[src/rtl/seq_cla_addsub_pkg.sv]
// Shared constants for the sequential lookahead add/subtract unit:
// FSM state encodings and the nibble slice width.
package seq_cla_addsub_pkg;

  localparam int SLICE_W = 4;

  typedef enum logic [1:0] {
    ST_IDLE = 2'd0,
    ST_RUN  = 2'd1,
    ST_DONE = 2'd2
  } state_t;

endpackage

[src/rtl/seq_cla_addsub_cla4.sv]
// 4-bit carry-lookahead slice. Each carry is a flat sum of products over
// g/p and cin, so no carry ripples through another carry inside the nibble.
// c3 is the carry into the MSB and is used for signed overflow.
module cla_slice4
  import seq_cla_addsub_pkg::*;
(
  input  logic [SLICE_W-1:0] a,
  input  logic [SLICE_W-1:0] b,
  input  logic               cin,
  output logic [SLICE_W-1:0] s,
  output logic               c4,
  output logic               c3
);

  logic [3:0] g, p;
  logic       c1, c2;

  // generate/propagate terms and flat lookahead carries
  always_comb begin
    g  = a & b;
    p  = a ^ b;
    c1 = g[0] | (p[0] & cin);
    c2 = g[1] | (p[1] & g[0]) | (p[1] & p[0] & cin);
    c3 = g[2] | (p[2] & g[1]) | (p[2] & p[1] & g[0]) | (p[2] & p[1] & p[0] & cin);
    c4 = g[3] | (p[3] & g[2]) | (p[3] & p[2] & g[1]) | (p[3] & p[2] & p[1] & g[0])
       | (p[3] & p[2] & p[1] & p[0] & cin);
    s  = p ^ {c3, c2, c1, cin};
  end

endmodule

[src/rtl/seq_cla_addsub.sv]
// Sequential WIDTH-bit add/subtract: one 4-bit lookahead slice reused per
// cycle, LSB nibble first, with a registered carry between nibbles.
// Optional macro SEQ_ADDER_OVF_EN adds the signed-overflow output ovf.
module seq_cla_addsub
  import seq_cla_addsub_pkg::*;
#(
  parameter int WIDTH  = 16,
  parameter int NSLICE = WIDTH / SLICE_W
) (
  input  logic             clk,
  input  logic             rst,
  input  logic             in_valid,
  output logic             in_ready,
  input  logic [WIDTH-1:0] a,
  input  logic [WIDTH-1:0] b,
  input  logic             sub,
  input  logic             cin,
  output logic             out_valid,
  input  logic             out_ready,
  output logic [WIDTH-1:0] sum,
  output logic             cout
`ifdef SEQ_ADDER_OVF_EN
  ,
  output logic             ovf
`endif
);

  localparam int CW = (NSLICE > 1) ? $clog2(NSLICE) : 1;

  state_t             state;
  logic [CW-1:0]      k;
  logic               carry;
  logic [WIDTH-1:0]   opa, opb;
  logic [SLICE_W-1:0] s_nib;
  logic               c4, c3;
  logic               accept;

  // one lookahead slice, fed the k-th nibble of the latched operands
  cla_slice4 u_slice (
    .a   (opa[k*SLICE_W +: SLICE_W]),
    .b   (opb[k*SLICE_W +: SLICE_W]),
    .cin (carry),
    .s   (s_nib),
    .c4  (c4),
    .c3  (c3)
  );

  // a finished result being drained frees the unit in the same cycle
  always_comb begin
    in_ready  = (state == ST_IDLE) || ((state == ST_DONE) && out_ready);
    out_valid = (state == ST_DONE);
    accept    = in_valid && in_ready;
  end

  // control FSM, operand latch, nibble accumulation and result flags
  always_ff @(posedge clk or posedge rst) begin
    if (rst) begin
      state <= ST_IDLE;
      k     <= '0;
      carry <= 1'b0;
      opa   <= '0;
      opb   <= '0;
      sum   <= '0;
      cout  <= 1'b0;
`ifdef SEQ_ADDER_OVF_EN
      ovf   <= 1'b0;
`endif
    end else if (accept) begin
      // subtract = add inverted B with carry-in forced to 1
      opa   <= a;
      opb   <= b ^ {WIDTH{sub}};
      carry <= sub ? 1'b1 : cin;
      k     <= '0;
      state <= ST_RUN;
    end else begin
      case (state)
        ST_RUN: begin
          sum[k*SLICE_W +: SLICE_W] <= s_nib;
          carry <= c4;
          k     <= k + 1'b1;
          if (k == CW'(NSLICE - 1)) begin
            cout  <= c4;
`ifdef SEQ_ADDER_OVF_EN
            ovf   <= c3 ^ c4;
`endif
            state <= ST_DONE;
          end
        end
        ST_DONE: if (out_ready) state <= ST_IDLE;
        default: state <= ST_IDLE;
      endcase
    end
  end

endmodule
[config.mk]
export PLATFORM = sky130hd
export DESIGN_NAME = seq_cla_addsub
export DESIGN_NICKNAME = d
export VERILOG_FILES = /design/src/rtl/seq_cla_addsub_pkg.sv /design/src/rtl/seq_cla_addsub_cla4.sv /design/src/rtl/seq_cla_addsub.sv
export SDC_FILE = /design/constraint.sdc
export NUM_CORES = 1
export LEC_CHECK = 0
export ABC_AREA = 1
export CORE_MARGIN = 5
export CORE_UTILIZATION = 51
export DETAILED_ROUTE_END_ITERATION = 10
export PLACE_DENSITY = 0.79
export SLEW_MARGIN = 10
export SYNTH_ARGS = -nofsm -noshare
export SYNTH_HDL_FRONTEND = slang
export SYNTH_HIERARCHICAL = 1
export SYNTH_SLANG_ARGS = --single-unit
[constraint.sdc]
create_clock -name clk -period 2.4 [get_ports clk]
set_clock_uncertainty 0.1 [all_clocks]
set_input_delay 0.24 -clock clk [delete_from_list [all_inputs] [get_ports clk]]
set_output_delay 0.24 -clock clk [all_outputs]
set_load 0.02 [all_outputs]
==> flow_summary.toml <==
[power_and_ir_drop]
power_density_mw_per_mm2 = 1430
clkPwrFrac = 0.144
pwr-share-seq = 0.306
p_leak_nw = 1.66
vdd_drop_max_v = 0.000691
p_int_mw = 2.85
p_total_mw = 5.11
power_switching_mw = 2.25
swShare = 0.441
comb_power_share = 0.550

[global_route]
grt_pass1_wl_um = 9870
grt_pass1_vias = 2242
grt-ovfl-total = 0
grt_max_degree = 29
antenna_found_initial = 0
grtUsageTotal = 0.170

[timing]
tightest_slew_ns = 0.595
layout_min_cycle_time_ns = 2.23
setup_tns_ns = 0
finalHoldViolations = 0
relSlewSlack = 0.603
maxSlewViolCount = 0
layout_setup_ws_ns = 0.169
post-route-period-util = 0.929
clock.fmax_ghz = 0.448
setup_viol = 0
rsz0062_at_grt = "no"

[route]
postRouteAntennaNets = 0
via_per_inst = 5.00
first_iter_violations = 97
drc_errors = 0
drtPass1Iterations = 4
via_count = 2307
drt_wl_total_um = 5750
avgRoutedWirePerCell_um = 12.5

[cts]
cts_buffer_depth = 2
clkLatencyLatePin_ns = 0.31
cts-htree-levels = 2
cts_tree = "yes"
cts_setup_buffers = 0
numCtsBuffers = 5
cts_sinks = 54
root_buffer = "clkbuf_8"
clk_pin_slew_ns = 0.09

[floorplanning]
die_h_um = 84.2
die_w_um = 84.2
initial_core_util = 0.516
num_io_pins = 57
die_area_mm2 = 0.00708
coreArea_mm2 = 0.00544
num_rows = 27

[worst_setup_path]
critPathTopFamily = "simple AND/OR/NAND/NOR gates"
endpoint_kind = "flop"
path_buf_inv = 1
worstPathRequired_ns = 2.53
path_class = "flop to flop"
crit_path_max_fanout = 9
cp.arrival_ns = 2.36
worst_path_largest_cell_delay_ns = 0.41
cp_cell_sequence = "buf_4 -> o21ai_0 -> o22ai_1 -> ha_1 -> or2_1 -> nand2_2 -> nand3_1 -> nand2_1 -> nand2_1 -> o21ai_0"
worst_path_max_delay_cell = "dfrtp_1"
startpoint_type = "flop"

[synth]
ys_warn_count = 6
netlist_instances = 330
syn_avg_cell_area_um2 = 8.50
synth_top_area_cell = "dfrtp_1"
syn-num-nets = 379
synth_top_area_frac = 0.482
synth.yosys.seq_area_share = 0.482
ys_ff_latch = 54
ys_top_cells_by_area = "dfrtp_1 48%, nand2_1 14%, o21ai_0 9.1%, xnor2_1 5.3%, ha_1 4.5%"
syn_area_mm2 = 0.00281
ys_types = 26

[final_layout]
n_antenna_cell = 0
drive_gt1_frac = 0.0797
multiInputGateArea_mm2 = 0.00130
fin_util = 0.659
layout.nets = 437
area_growth_pct = 27.7
num-fill-cells = 458
seq_area_mm2 = 0.00135

[placement]
routabilityCongestion = 0.837
dp_hpwl_um = 4480
place_ws_ns = 0.150
port_buffers = 56

[hold_path]
hold_path_class = "primary input to async pin"

[run_status]
outcome = "complete, no violations"

[run]
maxCapViolCount = 0
[state kept, by name (all words and copies together), names as in the netlist]
signal	count
opa	16
opb	16
sum	16
k	2
state	2
carry	1
cout	1
[power by group through the flow]
stage,sequential (mW),clock (mW),combinational (mW)
5_1_grt,1.61,0.787,3.18
6_report,1.56,0.737,2.81
3_5_place_dp,1.58,0,2.75
3_3_place_gp,1.57,0,2.66
4_1_cts,1.56,0.751,2.76
2_1_floorplan,1.63,0,1.88
[placed cells by master (no fill, tap or decap), types with 2 or more instances in the layout]
| cell type | count |
|---|---|
| dfrtp_1 | 54 |
| clkdlybuf4s50_1 | 56 |
| nor2_1 | 26 |
| clkbuf_8 | 6 |
| bufinv_16 | 2 |
| nand2_4 | 2 |
| inv_1 | 14 |
| o22ai_1 | 8 |
| buf_4 | 7 |
| nand4_1 | 2 |
| ha_1 | 10 |
| nand2_1 | 102 |
| inv_2 | 4 |
| o21ai_0 | 51 |
| xnor2_1 | 16 |
| nand2_2 | 3 |
| nand3_1 | 16 |
[cell families (layout without fill, tap and decap cells)]
family                     count (synthesis)  after routing  share of synthesized area
and+or+nand+nor                          157            157                      0.244
xor gates and xnor gates                  17             17                     0.0531
DFF                                       54             54                      0.482
adders and majority gates                 11             11                     0.0517
AOI/OAI and AO/OA                         60             60                      0.111
buffers and inverters                     31             90                     0.0584
[repair_timing]
item	CTS	global route
hold buffers	0	0
endpoints found under the hold margin	0	0
endpoints found under the setup margin	0	6
resized for setup	0	2
[layer usage]
layer | wire length [um] | share of wire | GRT usage
met5 | 0 | 0 | 0
met3 | 363 | 0.063 | 0.0353
met4 | 65 | 0.011 | 0.0497
met2 | 2840 | 0.49 | 0.297
met1 | 2480 | 0.43 | 0.213
[final timing paths]
path                       slack [ns]      end  from  depth (start not counted)
setup / recovery                 0.17  sum[15]  k[0]                         10
hold / removal                   0.21  sum[11]   rst                          2
max in group asynchronous        1.44  opa[14]   rst                          3
setup reg to reg                 0.17  sum[15]  k[0]                         10
hold reg to reg                  0.39     cout  cout                          2
min in group clk                 0.35   opa[0]  a[0]                          3
[cell usage after synthesis, drive strengths merged]
cell type    n
inv         18
or2          2
nand2      107
nor2        28
nand4        2
o22ai        8
fa           1
nand3       17
xnor2       17
nor3         1
ha          10
dfrtp       54
a21oi        1
clkbuf       2
buf         11
o21ai       51
[through the flow]
step                      hold slack (ns)  std cells  instance area [um^2]
after CTS                           0.227        461                  3570
after global routing                0.257        461                  3580
final                               0.208        461                  3580
after floorplan                     0.250        330                  2810
after detailed placement            0.361        453                  3430
after global placement              0.361        453                  3430
[cell type report]
class | count | share of cell area
Sequential cell | 54 | 0.377
Inverter | 18 | 0.0189
Clock buffer | 6 | 0.0231
Clock inverter | 2 | 0.0168
Multi-Input combinational cell | 245 | 0.362
Tap cell | 72 | 0.0251
Timing Repair Buffer | 64 | 0.177
Power figures use the tool's default switching activity.
